==> src/rtl/regfile_wr_arbiter_if.sv <==
// Bundles the core writeback, debug write and register-file write signals of regfile_wr_arbiter.
// The slave modport is the arbiter's view; the master modport is the view of the core/debug side.
interface regfile_wr_arbiter_if #(
  parameter int DEPTH = 4
);
  localparam int LW = $clog2(DEPTH) + 1;

  logic          core_we;
  logic [4:0]    core_rd;
  logic [31:0]   core_wdata;
  logic          core_stall;
  logic          dbg_valid;
  logic [4:0]    dbg_rd;
  logic [31:0]   dbg_wdata;
  logic          dbg_ready;
  logic          dbg_pending;
  logic [LW-1:0] dbg_level;
  logic          rf_we;
  logic [4:0]    rf_rd;
  logic [31:0]   rf_wdata;

  modport master (
    output core_we, core_rd, core_wdata, dbg_valid, dbg_rd, dbg_wdata,
    input  core_stall, dbg_ready, dbg_pending, dbg_level, rf_we, rf_rd, rf_wdata
  );

  modport slave (
    input  core_we, core_rd, core_wdata, dbg_valid, dbg_rd, dbg_wdata,
    output core_stall, dbg_ready, dbg_pending, dbg_level, rf_we, rf_rd, rf_wdata
  );
endinterface

==> src/rtl/regfile_wr_arbiter.sv <==
// Shares the register-file write port between core writeback and a FIFO of debug writes,
// forcing a one-cycle core stall when debug writes starve. Optional macro: RF_ARB_BYPASS_EN.
module regfile_wr_arbiter #(
  parameter int DEPTH        = 4,
  parameter int STARVE_LIMIT = 8
) (
  input logic                 clk,
  input logic                 reset,
  regfile_wr_arbiter_if.slave bus
);
  localparam int PW = (DEPTH > 1) ? $clog2(DEPTH) : 1;
  localparam int LW = $clog2(DEPTH) + 1;

  typedef enum logic [1:0] {ARB_CORE, ARB_FORCE, ARB_HOLD} arb_state_e;

  arb_state_e    state_q, state_d;
  logic [36:0]   mem_q [DEPTH];
  logic [PW-1:0] wr_ptr_q, wr_ptr_d, rd_ptr_q, rd_ptr_d;
  logic [LW-1:0] count_q, count_d;
  logic [7:0]    starve_q, starve_d;
  logic          stall_q, stall_d;
  logic          ready_en_q;
  logic          empty, full, accept, push, pop, core_win, bypass;

  assign empty = (count_q == '0);
  assign full  = (count_q == LW'(DEPTH));

  assign bus.dbg_ready   = ready_en_q && !full;
  assign bus.dbg_pending = !empty;
  assign bus.dbg_level   = count_q;
  assign bus.core_stall  = stall_q;

  always_comb begin
    // reset gates the core path so the port stays idle while reset is held low
    core_win = reset && (state_q != ARB_FORCE) && bus.core_we && (bus.core_rd != 5'd0);
    pop      = !core_win && !empty;
    accept   = bus.dbg_valid && bus.dbg_ready && (bus.dbg_rd != 5'd0);
`ifdef RF_ARB_BYPASS_EN
    bypass   = accept && empty && !core_win;
`else
    bypass   = 1'b0;
`endif
    push     = accept && !bypass;

    bus.rf_we    = 1'b0;
    bus.rf_rd    = 5'd0;
    bus.rf_wdata = 32'd0;
    if (core_win) begin
      bus.rf_we    = 1'b1;
      bus.rf_rd    = bus.core_rd;
      bus.rf_wdata = bus.core_wdata;
    end else if (pop) begin
      bus.rf_we                   = 1'b1;
      {bus.rf_rd, bus.rf_wdata}   = mem_q[rd_ptr_q];
    end else if (bypass) begin
      bus.rf_we    = 1'b1;
      bus.rf_rd    = bus.dbg_rd;
      bus.rf_wdata = bus.dbg_wdata;
    end
  end

  always_comb begin
    wr_ptr_d = push ? wr_ptr_q + PW'(1) : wr_ptr_q;
    rd_ptr_d = pop  ? rd_ptr_q + PW'(1) : rd_ptr_q;
    count_d  = count_q;
    if (push && !pop)      count_d = count_q + LW'(1);
    else if (pop && !push) count_d = count_q - LW'(1);

    starve_d = starve_q;
    if (pop || empty || state_q == ARB_HOLD) starve_d = 8'd0;
    else if (starve_q < 8'(STARVE_LIMIT))    starve_d = starve_q + 8'd1;

    state_d = state_q;
    case (state_q)
      ARB_CORE:  if (starve_d == 8'(STARVE_LIMIT)) state_d = ARB_FORCE;
      ARB_FORCE: state_d = ARB_HOLD;
      ARB_HOLD:  state_d = ARB_CORE;
      default:   state_d = ARB_CORE;
    endcase
    stall_d = (state_d == ARB_FORCE);
  end

  always_ff @(posedge clk or negedge reset) begin
    if (!reset) begin
      state_q    <= ARB_CORE;
      wr_ptr_q   <= '0;
      rd_ptr_q   <= '0;
      count_q    <= '0;
      starve_q   <= 8'd0;
      stall_q    <= 1'b0;
      ready_en_q <= 1'b0;
    end else begin
      state_q    <= state_d;
      wr_ptr_q   <= wr_ptr_d;
      rd_ptr_q   <= rd_ptr_d;
      count_q    <= count_d;
      starve_q   <= starve_d;
      stall_q    <= stall_d;
      ready_en_q <= 1'b1;
    end
  end

  // Entry storage carries no reset; occupancy is tracked by the pointers and count.
  always_ff @(posedge clk) begin
    if (push) mem_q[wr_ptr_q] <= {bus.dbg_rd, bus.dbg_wdata};
  end
endmodule

==> src/flat_wrapper.sv <==
// flat-port wrapper written by rule: the top's interface ports become plain ports
module regfile_wr_arbiter_flat 
#(
  parameter int DEPTH        = 4,
  parameter int STARVE_LIMIT = 8
)
  (clk, reset, bus_core_we, bus_core_rd, bus_core_wdata, bus_dbg_valid, bus_dbg_rd, bus_dbg_wdata, bus_core_stall, bus_dbg_ready, bus_dbg_pending, bus_dbg_level, bus_rf_we, bus_rf_rd, bus_rf_wdata);
  regfile_wr_arbiter_if #(.DEPTH(DEPTH)) bus_i ();
  input logic clk;
  input logic reset;
  input wire logic [$bits(bus_i.core_we)-1:0] bus_core_we;
  input wire logic [$bits(bus_i.core_rd)-1:0] bus_core_rd;
  input wire logic [$bits(bus_i.core_wdata)-1:0] bus_core_wdata;
  input wire logic [$bits(bus_i.dbg_valid)-1:0] bus_dbg_valid;
  input wire logic [$bits(bus_i.dbg_rd)-1:0] bus_dbg_rd;
  input wire logic [$bits(bus_i.dbg_wdata)-1:0] bus_dbg_wdata;
  output wire logic [$bits(bus_i.core_stall)-1:0] bus_core_stall;
  output wire logic [$bits(bus_i.dbg_ready)-1:0] bus_dbg_ready;
  output wire logic [$bits(bus_i.dbg_pending)-1:0] bus_dbg_pending;
  output wire logic [$bits(bus_i.dbg_level)-1:0] bus_dbg_level;
  output wire logic [$bits(bus_i.rf_we)-1:0] bus_rf_we;
  output wire logic [$bits(bus_i.rf_rd)-1:0] bus_rf_rd;
  output wire logic [$bits(bus_i.rf_wdata)-1:0] bus_rf_wdata;
  assign bus_i.core_we = bus_core_we;
  assign bus_i.core_rd = bus_core_rd;
  assign bus_i.core_wdata = bus_core_wdata;
  assign bus_i.dbg_valid = bus_dbg_valid;
  assign bus_i.dbg_rd = bus_dbg_rd;
  assign bus_i.dbg_wdata = bus_dbg_wdata;
  assign bus_core_stall = bus_i.core_stall;
  assign bus_dbg_ready = bus_i.dbg_ready;
  assign bus_dbg_pending = bus_i.dbg_pending;
  assign bus_dbg_level = bus_i.dbg_level;
  assign bus_rf_we = bus_i.rf_we;
  assign bus_rf_rd = bus_i.rf_rd;
  assign bus_rf_wdata = bus_i.rf_wdata;
  regfile_wr_arbiter #(.DEPTH(DEPTH), .STARVE_LIMIT(STARVE_LIMIT)) u_core (.clk(clk), .reset(reset), .bus(bus_i));
endmodule
==> config.mk <==
export PLATFORM = sky130hd
export DESIGN_NAME = regfile_wr_arbiter_flat
export DESIGN_NICKNAME = d
export VERILOG_FILES = /design/src/rtl/regfile_wr_arbiter_if.sv /design/src/rtl/regfile_wr_arbiter.sv /design/src/flat_wrapper.sv
export SDC_FILE = /design/constraint.sdc
export NUM_CORES = 1
export LEC_CHECK = 0
export CAP_MARGIN = 10
export CORE_UTILIZATION = 47
export DETAILED_ROUTE_END_ITERATION = 7
export MAX_ROUTING_LAYER = met4
export PLACE_DENSITY = 0.76
export SLEW_MARGIN = 25
export SYNTH_ARGS = -nofsm -noshare
export SYNTH_HDL_FRONTEND = slang
export SYNTH_SLANG_ARGS = --single-unit
==> constraint.sdc <==
create_clock -name clk -period 2.4 [get_ports clk]
set_clock_uncertainty 0.2 [all_clocks]
set_input_delay 0.48 -clock clk [delete_from_list [all_inputs] [get_ports clk]]
set_output_delay 0.48 -clock clk [all_outputs]
set_load 0.03 [all_outputs]
# After elaboration in Yosys (flattened, before gate mapping)
# Memory sizes are Yosys's and may differ from the RTL's.
# Index checks and enable logic that the tools add are counted.
word_totals:
  n_memories: 1
  ramBits: 148
  out_inout_bits: 44
  ff_bits: 19
memory_table:
  columns: ["name", "depth", "width", "rd", "rd_ports_with_merged_regs", "wr", "line", "text"]
  rows:
  - ["u_core.mem_q", 4, 37, 1, 0, 1, "regfile_wr_arbiter.sv:17", "logic [36:0] mem_q [DEPTH];"]
op_classes:
  reduce_logical: 21
  magnitude_cmp: 1
  addsub: 5
  n_eq_ne: 6
  mux: 14
ops:
  columns: ["cell", "n"]
  rows:
  - ["2-to-1 mux 32 bit", 2]
  - ["2-to-1 mux 8 bit", 2]
  - ["2-to-1 mux 5 bit", 2]
  - ["nonzero test 5 bit", 2]
  - ["logical AND 1 bit", 9]
  - ["adder 8 x 1 -> 8 bit (second input constant)", 1]
  - ["equality test 8 x 4 -> 1 bit (second input constant)", 1]
  - ["< comparator 8 x 4 -> 1 bit (second input constant)", 1]
  - ["2-to-1 mux 3 bit", 2]
  - ["logical NOT 1 bit", 5]
  - ["adder 2 x 1 -> 2 bit (second input constant)", 2]
  - ["equality test 2 x 1 -> 1 bit (second input constant)", 2]
  - ["2-to-1 mux 1 bit", 4]
  - ["case mux 2 bit (2 select lines)", 1]
  - ["adder 3 x 1 -> 3 bit (second input constant)", 1]
  - ["equality test 3 bit (second input constant)", 1]
  - ["logical NOT 3 bit", 1]
  - ["subtractor 3 x 1 -> 3 bit (second input constant)", 1]
  - ["equality test 2 bit (second input constant)", 1]
  - ["logical NOT 2 bit", 1]
  - ["logical OR 1 bit", 2]
  - ["2-to-1 mux 2 bit", 1]
  - ["inequality test 2 x 1 -> 1 bit (second input constant)", 1]
  - ["nonzero test 2 bit", 1]

# Longest topological paths before layout
# Gate-level depths: netlist of run 1.
logic_depth:
  word_depth: 13
  mapped_depth: 11

# Worst setup path after synthesis of run 1
# Ideal clock, no wire load.
synth_path:
  path_kind: "flip-flop to flip-flop"
  start: "register u_core.count_q[0] (netlist: u_core.bus.dbg_level[0])"
  end: "memory u_core.mem_q[0][0] (enable)"
  synth_period_minus_slack_ns: 3.336
  setup_time_ns: 0.398
  slack_ns: -0.936
  t_arrival_ns: 2.738
  n_path_buf: 0
  required_time_ns: 1.802
  path_stages_with_launch: 5
  cell_sequence: "dfrtp_1 -> nor2_1 -> a21boi_0 -> o211a_1 -> and2_1"
synth_between:
  elab_chain_cells: 7
synth_rtl:
  columns: ["item", "line", "text"]
  rows:
  - ["from (decl)", "regfile_wr_arbiter.sv:19", "logic [LW-1:0] count_q, count_d;"]
  - ["from (signal assigned)", "regfile_wr_arbiter.sv:96", "count_q <= count_d;"]
  - ["equality test 3 bit", "regfile_wr_arbiter.sv:26", "assign full = (count_q == LW'(DEPTH));"]
  - ["logical NOT 1 bit", "regfile_wr_arbiter.sv:28", "assign bus.dbg_ready = ready_en_q && !full;"]
  - ["logical AND 1 bit", "regfile_wr_arbiter.sv:28", null]
  - ["net bus_dbg_ready", "flat_wrapper.sv:18", "output wire logic [$bits(bus_i.dbg_ready)-1:0] bus_dbg_ready;"]
  - ["logical AND 1 bit (2 in series)", "regfile_wr_arbiter.sv:37", "accept = bus.dbg_valid && bus.dbg_ready && (bus.dbg_rd != 5'd0);"]
  - ["net u_core.accept", "regfile_wr_arbiter.sv:23", "logic empty, full, accept, push, pop, core_win, bypass;"]
  - ["2-to-1 mux 1 bit", "regfile_wr_arbiter.sv:105", "if (push) mem_q[wr_ptr_q] <= {bus.dbg_rd, bus.dbg_wdata};"]
  - ["2-to-1 mux 1 bit (not written as such)", "regfile_wr_arbiter.sv:105", null]
  - ["to (decl)", "regfile_wr_arbiter.sv:17", null]
# The timed path passes the listed nets, and every way through them passes these cells.

# Worst setup path in the final report of run 1
layout_path:
  start: "input bus_core_rd[4]"
  end: "output bus_rf_wdata[1]"
layout_between:
  elab_chain_cells: 6
layout_rtl:
  columns: ["item", "line", "text"]
  rows:
  - ["from (decl)", "flat_wrapper.sv:12", "input wire logic [$bits(bus_i.core_rd)-1:0] bus_core_rd;"]
  - ["nonzero test 5 bit (*)", "regfile_wr_arbiter.sv:35", "core_win = reset && (state_q != ARB_FORCE) && bus.core_we && (bus.core_rd != 5'd0);"]
  - ["logical AND 1 bit (*)", "regfile_wr_arbiter.sv:35", null]
  - ["logical NOT 1 bit", "regfile_wr_arbiter.sv:36", "pop = !core_win && !empty;"]
  - ["logical AND 1 bit", "regfile_wr_arbiter.sv:36", null]
  - ["2-to-1 mux 32 bit", "regfile_wr_arbiter.sv:52", "end else if (pop) begin"]
  - ["2-to-1 mux 32 bit (*)", "regfile_wr_arbiter.sv:48", "if (core_win) begin"]
  - ["to (decl)", "flat_wrapper.sv:23", "output wire logic [$bits(bus_i.rf_wdata)-1:0] bus_rf_wdata;"]
# Mark *: on every way between the ends. The rest lies on a longest branch, timed or not.

==> impl_metrics.json, run 1 <==
{
  "finalWeightedCongestion": 0.749,
  "criticalPathCategory": "in2out",
  "r2r_slack_ns": -0.20,
  "multi_input_area_um2": 2020,
  "powerDensity_nw_per_um2": 1140,
  "io_buffers": 121,
  "dr.pass1.iters": 4,
  "crit_fanout": 5,
  "r2r-end": "u_core.bus.dbg_level[2]",
  "drt_iter0_drc": 262,
  "routed_wl_um": 14100,
  "grt_overflow": 0,
  "seq_area_frac_synth": 0.733,
  "start_util": 0.484,
  "synth_top_area_frac": 0.662,
  "routed_via_density": 5.38,
  "synth.area.top_cells": "edfxtp_1 66%, mux4_2 12%, dfrtp_1 7.1%",
  "cp_slowest_cell": "or4_4",
  "min_path_type": "in2async",
  "path_delay_family": "simple AND/OR/NAND/NOR gates",
  "setup_viol": 40,
  "endpoint_kind": "primary output",
  "slew_headroom": 0.431,
  "grt_max_degree": 28,
  "total_power_mw": 11.1,
  "fin_ws_ns": -0.381,
  "critical_path.cell_chain": "buf_6 > or4_4 > nor2_4 > buf_6 > o21a_4 > buf_6 > clkbuf_16 > a22o_4 > buf_6",
  "r2r-start": "u_core.bus.dbg_level[1]",
  "violations": "negative setup slack",
  "hold_viol_final": 0,
  "maxSlewViolCount": 0,
  "crit_end": "bus_rf_wdata[1]",
  "fmax_mhz": 360,
  "cts_tree": "yes",
  "ctsHoldBuffers": 0,
  "first_global_vias": 3976,
  "drc": 0,
  "crit_buf_inv": 5,
  "cts_root_buf": "clkbuf_16",
  "reg2reg_depth": 13,
  "avgSynthCellArea_um2": 20.8,
  "slowest_delay_ns": 0.54,
  "ir_drop_v": 0.000600,
  "insertion_delay_ns": 0.42,
  "area_growth_syn_to_layout_pct": 45.4,
  "seqCellArea_um2": 4920,
  "synth.net_count": 407,
  "setup.worst_path.start": "bus_core_rd[4]",
  "cts.sinks": 167,
  "vias": 3758,
  "synth.most_common_cell": "edfxtp_1",
  "rsz0062_at_grt": "yes",
  "die_h_um": 121,
  "n_fill_cell": 816,
  "crit_cells": 9,
  "netlist_top_cells_count": "148 x edfxtp_1, 37 x a22o_1, 37 x mux4_2",
  "fin_nets": 590,
  "synth_flop_cell": "edfxtp_1",
  "yosysTopAreaCell": "edfxtp_1",
  "ant_nets": 0,
  "cp.required_ns": 1.72,
  "synth.distinct_cells": 40,
  "max_cap_violations": 0,
  "coreArea_um2": 13900,
  "ys_seq_elements": 167,
  "numCtsBuffers": 17,
  "grt_pass1_wl_um": 21500,
  "synth_edf_count": 148,
  "clk_pin_slew_ns": 0.06,
  "dieArea_um2": 14800,
  "synthArstFlopShare": 0.114,
  "die_w_um": 121,
  "drive_above_1_share": 0.433,
  "fin_crit_ns": 2.78,
  "ios": 122,
  "rows": 43,
  "cp_common_cell": "buf_6",
  "fin_crit_sh": 1.16,
  "p_leak_nw": 3.59,
  "gr-usage-all-layers": 0.212,
  "syn_area_um2": 6710,
  "syn-instance-count": 322,
  "post-route-util": 0.703,
  "cp-start-kind": "input pin",
  "wl_per_cell_um": 20.3,
  "cts.path.max_buffers": 2,
  "status": "complete, but fails checks",
  "tightest_slew_ns": 0.852,
  "hpwl_um": 8640,
  "htreeDepth": 4,
  "crit_arrival_ns": 2.10,
  "yosysWarnings": 0,
  "antenna_found_initial": 1
}
timing repair:
action / in CTS / in global routing
buffers inserted: 11 / 6
endpoints found under the setup margin: 42 / 41
cloned: 4 / 2
gates resized for setup: 71 / 15
pin swaps: 9 / 11
cell usage in the layout (no fill, tap or decap), types with 3 or more instances in the layout:
| cell | count |
|---|---|
| ha_1 | 5 |
| xnor2_1 | 5 |
| clkbuf_16 | 19 |
| nor2_1 | 5 |
| buf_12 | 19 |
| edfxtp_1 | 148 |
| inv_1 | 4 |
| a22o_4 | 36 |
| dlygate4sd2_1 | 4 |
| clkdlybuf4s50_1 | 74 |
| dfrtp_2 | 3 |
| clkinv_1 | 4 |
| buf_6 | 46 |
| and2_1 | 5 |
| dfrtp_1 | 16 |
| buf_4 | 30 |
| and2_2 | 4 |
| clkbuf_1 | 3 |
| mux4_2 | 37 |
| xor2_1 | 3 |
area by class of cell:
cell class	instances	area share
timing repair buffer	179	0.206
sequential	167	0.504
multi-input combinational	133	0.207
clock inverter	11	0.0112
antenna	1	0.000256
clock buffer	20	0.0447
inverter	7	0.00320
tap	180	0.0231
state kept, by name, summed over array words and instances, names as in the netlist:
register and count:
u_core.mem_q 148, u_core.starve_q 8, u_core.bus.dbg_level 3, u_core.rd_ptr_q 2
u_core.state_q 2, u_core.wr_ptr_q 2, u_core.bus.core_stall 1, u_core.ready_en_q 1
kinds of logic (layout without fill, tap and decap cells):
kind of cell | count (synthesis) | after routing | share of synthesized area
muxes | 39 | 39 | 0.128
DFF | 167 | 167 | 0.733
buffers and inverters | 22 | 217 | 0.0220
adders and majority gates | 7 | 7 | 0.0142
and+or+nand+nor | 31 | 31 | 0.0313
xor gates and xnor gates | 8 | 8 | 0.0104
other | 1 | 2 | 0.000559
AOI/OAI and AO/OA | 47 | 47 | 0.0610
worst min-delay path by stage:
stage                                       end  cells past startpoint  slack [ns]               start
after floorplan           u_core.bus.core_stall                      0       -0.02               reset
after global placement       u_core.starve_q[4]                      1        0.27  u_core.starve_q[4]
after detailed placement     u_core.starve_q[5]                      1        0.27  u_core.starve_q[5]
after CTS                     u_core.state_q[1]                      2        0.08               reset
after global routing         u_core.wr_ptr_q[1]                      2        0.08               reset
final                         u_core.state_q[1]                      2        0.07               reset
layer usage:
layer | wire length, µm | up-vias | track usage | part of all wire
li1 | - | 1707 | - | -
met1 | 5710 | 1914 | 0.263 | 0.40
met2 | 7360 | 123 | 0.337 | 0.52
met3 | 820 | 14 | 0.0484 | 0.058
met4 | 248 | 0 | 0.0887 | 0.018
met5 | 0 | - | - | 0
per-stage QoR:
step	cells	cell area, µm²	TNS [ns]	setup WS [ns]	hold slack (ns)
after global routing	698	9760	-14.79	-0.423	0.0850
after global placement	645	8710	-78.43	-0.652	0.269
final	698	9760	-13.37	-0.381	0.0703
after CTS	691	9650	-13.33	-0.392	0.0833
after detailed placement	645	8710	-81.41	-0.716	0.273
after floorplan	322	7030	-23.01	-0.264	-0.0156
power by group:
part | leakage (nW) | internal [mW] | switching, mW
clock | 0.260 | 1.51 | 1.02
sequential | 1.59 | 3.52 | 0.125
combinational | 1.75 | 2.67 | 2.30
No activity file was read; power rests on OpenSTA's default activity.
==> run 2, diff against run 1 <==
Settings changed: SLEW_MARGIN 25 to 20.
==> results of run 2 <==
Final layout, timing and power as in run 1 (identical DEF).
==> run 3, diff against run 2 <==
Settings changed: ABC_AREA set to 1, PLACE_DENSITY 0.76 to 0.75.
==> impl_metrics.json, run 3 <==
{
  "ir_drop_v": 0.000707,
  "synth_xor_area_frac": 0.00509,
  "grt_pass1_wl_um": 24800,
  "routed_via_density": 5.75,
  "synth.distinct_cells": 30,
  "synthArstFlopShare": 0.114,
  "synth_compound_area_frac": 0.140,
  "fmax_mhz": 389,
  "ant_nets": 0,
  "synth_top_family_by_area": "compound AO/OA/AOI/OAI gates",
  "die_w_um": 123,
  "max_cap_violations": 0,
  "coreArea_um2": 14100,
  "yosysWarnings": 0,
  "r2r-end": "u_core.bus.dbg_level[2]",
  "hold_end": "u_core.state_q[1]",
  "insertion_delay_ns": 0.42,
  "min_path_type": "reg2reg",
  "start_util": 0.488,
  "ios": 122,
  "min_path_cells": 1,
  "drt_iter0_drc": 538,
  "placed_area_um2": 8460,
  "synth-adder-area-share": 0.0138,
  "htreeDepth": 4,
  "avgSynthCellArea_um2": 12.9,
  "final_cell_count_no_fill": 888,
  "dp_cells": 834,
  "synth.most_common_cell": "edfxtp_1",
  "wl_per_cell_um": 20.5,
  "slowest_delay_ns": 0.40,
  "grt_max_degree": 53,
  "top_register": "u_core.mem_q",
  "powerDensity_nw_per_um2": 1210,
  "r2r-start": "u_core.state_q[0]",
  "fin_nets": 781,
  "fin_ws_ns": -0.173,
  "r2r_slack_ns": 0.04,
  "n_antenna_cell": 0,
  "cts.path.max_buffers": 2,
  "endpoint_kind": "primary output",
  "cp_slowest_cell": "dfrtp_1",
  "finalWeightedCongestion": 0.778,
  "cts_root_buf": "clkbuf_16",
  "muxShareOfSynthArea": 0,
  "yosysTopAreaCell": "edfxtp_1",
  "die_h_um": 123,
  "reg2reg_depth": 13,
  "drc": 0,
  "fin_crit_ns": 2.57,
  "synth.net_count": 618,
  "grt_overflow": 0,
  "synthSimpleGateAreaFrac": 0.0801,
  "rsz0062_at_grt": "yes",
  "dieArea_um2": 15100,
  "hold_viol_final": 0,
  "antenna_found_initial": 0,
  "crit_arrival_ns": 1.89,
  "first_global_vias": 4917,
  "final_common_cell": "edfxtp_1",
  "final_cell_mix": "148 x edfxtp_1, 88 x nor2_1, 74 x clkdlybuf4s50_1",
  "violations": "negative setup slack",
  "synth_flop_cell": "edfxtp_1",
  "routed_wl_um": 18200,
  "hold_path.startpoint": "u_core.state_q[1]",
  "maxSlewViolCount": 0,
  "seq_area_frac_synth": 0.715,
  "ys_seq_elements": 167,
  "fin_crit_sh": 1.07,
  "drive_above_1_share": 0.226,
  "synth.area.top_cells": "edfxtp_1 65%, dfrtp_1 6.9%, nor2_1 5.2%",
  "gr-usage-all-layers": 0.233,
  "synth_top_area_frac": 0.645,
  "crit_fanout": 8,
  "synth_edf_count": 148,
  "hpwl_um": 9710,
  "cts.sinks": 167,
  "p_leak_nw": 3.60,
  "rows": 43,
  "cp.required_ns": 1.72,
  "status": "complete, but fails checks",
  "fin_area_um2": 9640,
  "cp-start-kind": "register",
  "clk_pin_slew_ns": 0.06,
  "setup_viol": 38,
  "io_buffers": 121,
  "vias": 5110,
  "area_growth_syn_to_layout_pct": 40.0,
  "dr.pass1.iters": 7,
  "critical_path.cell_chain": "inv_2 > nor2_4 > nor2_4 > nand2_4 > nand2_4 > clkinv_8 > buf_4 > a22o_4 > buf_6",
  "criticalPathCategory": "reg2out",
  "netlist_top_cells_count": "148 x edfxtp_1, 96 x nor2_1, 68 x o21ai_0",
  "syn_area_um2": 6890,
  "holdWs_ns": 0.309,
  "cts_tree": "yes",
  "numCtsBuffers": 17,
  "largest_reg_flops": 148,
  "syn-instance-count": 533
}
run 3: area by class of cell:
type / instances / area [µm²]
Clock buffer: 18 / 429
Clock inverter: 13 / 134
Fill cell: 929 / 4460
Inverter: 33 / 154
Multi-Input combinational cell: 303 / 1780
Sequential cell: 167 / 4920
Tap cell: 180 / 225
Timing Repair Buffer: 174 / 1990
run 3: logic make-up (layout without fill, tap and decap cells):
logic type               count (synthesis)  in the layout
flip-flops                             167            167
AO/OA/AOI/OAI                          156            156
AND/OR/NAND/NOR                        135            135
buffers and inverters                   63            238
adder cells (fa/ha/maj)                  7              7
XOR/XNOR                                 4              4
other                                    1              1
run 3: routing by layer:
metal	routed length, µm	track usage
met4	293	0.0753
met3	1330	0.0411
met2	9540	0.415
met5	0	-
met1	7060	0.267
run 3: worst max-delay path, delay by kind of cell (launching register included):
kind,cells,cell delay (ns)
AOI/OAI and AO/OA,1,0.23
buffers and inverters,4,0.50
DFF,1,0.40
and+or+nand+nor,4,0.35
run 3: stage by stage:
stage                     power [mW]   util  setup TNS, ns  setup WS (ns)
after floorplan                 6.53      -              0       0.000397
after global placement          7.95  0.600         -10.79         -0.301
after detailed placement        8.07  0.600         -16.17         -0.376
after CTS                       11.1  0.664          -6.74         -0.209
after global routing            12.1  0.684          -7.61         -0.226
final                           11.6  0.684          -5.67         -0.173
run 3: worst max-delay path by stage:
stage               slack, ns                    start                      end
floorplan              0.0004  u_core.bus.dbg_level[1]  u_core.bus.dbg_level[2]
global placement        -0.30           bus_core_rd[3]         bus_rf_wdata[21]
detailed placement      -0.38           bus_core_rd[3]          bus_rf_wdata[8]
CTS                     -0.21        u_core.state_q[0]          bus_rf_wdata[3]
global route            -0.23        u_core.state_q[0]          bus_rf_wdata[9]
finish                  -0.17        u_core.state_q[0]         bus_rf_wdata[24]
run 3: power breakdown:
part	total, mW	switching [mW]	internal, mW	leakage (nW)
registers	3.66	0.150	3.51	1.58
clock network	2.59	1.08	1.52	0.271
logic	5.37	3.08	2.29	1.75
run 3: timing repair:
item / in CTS / in global routing
endpoints found under the hold margin: 19 / 0
endpoints found under the setup margin: 40 / 39
cloned: 3 / 9
setup buffers: 6 / 5
resized for setup: 63 / 29
pin swaps: 24 / 31
hold buffers: 1 / 0
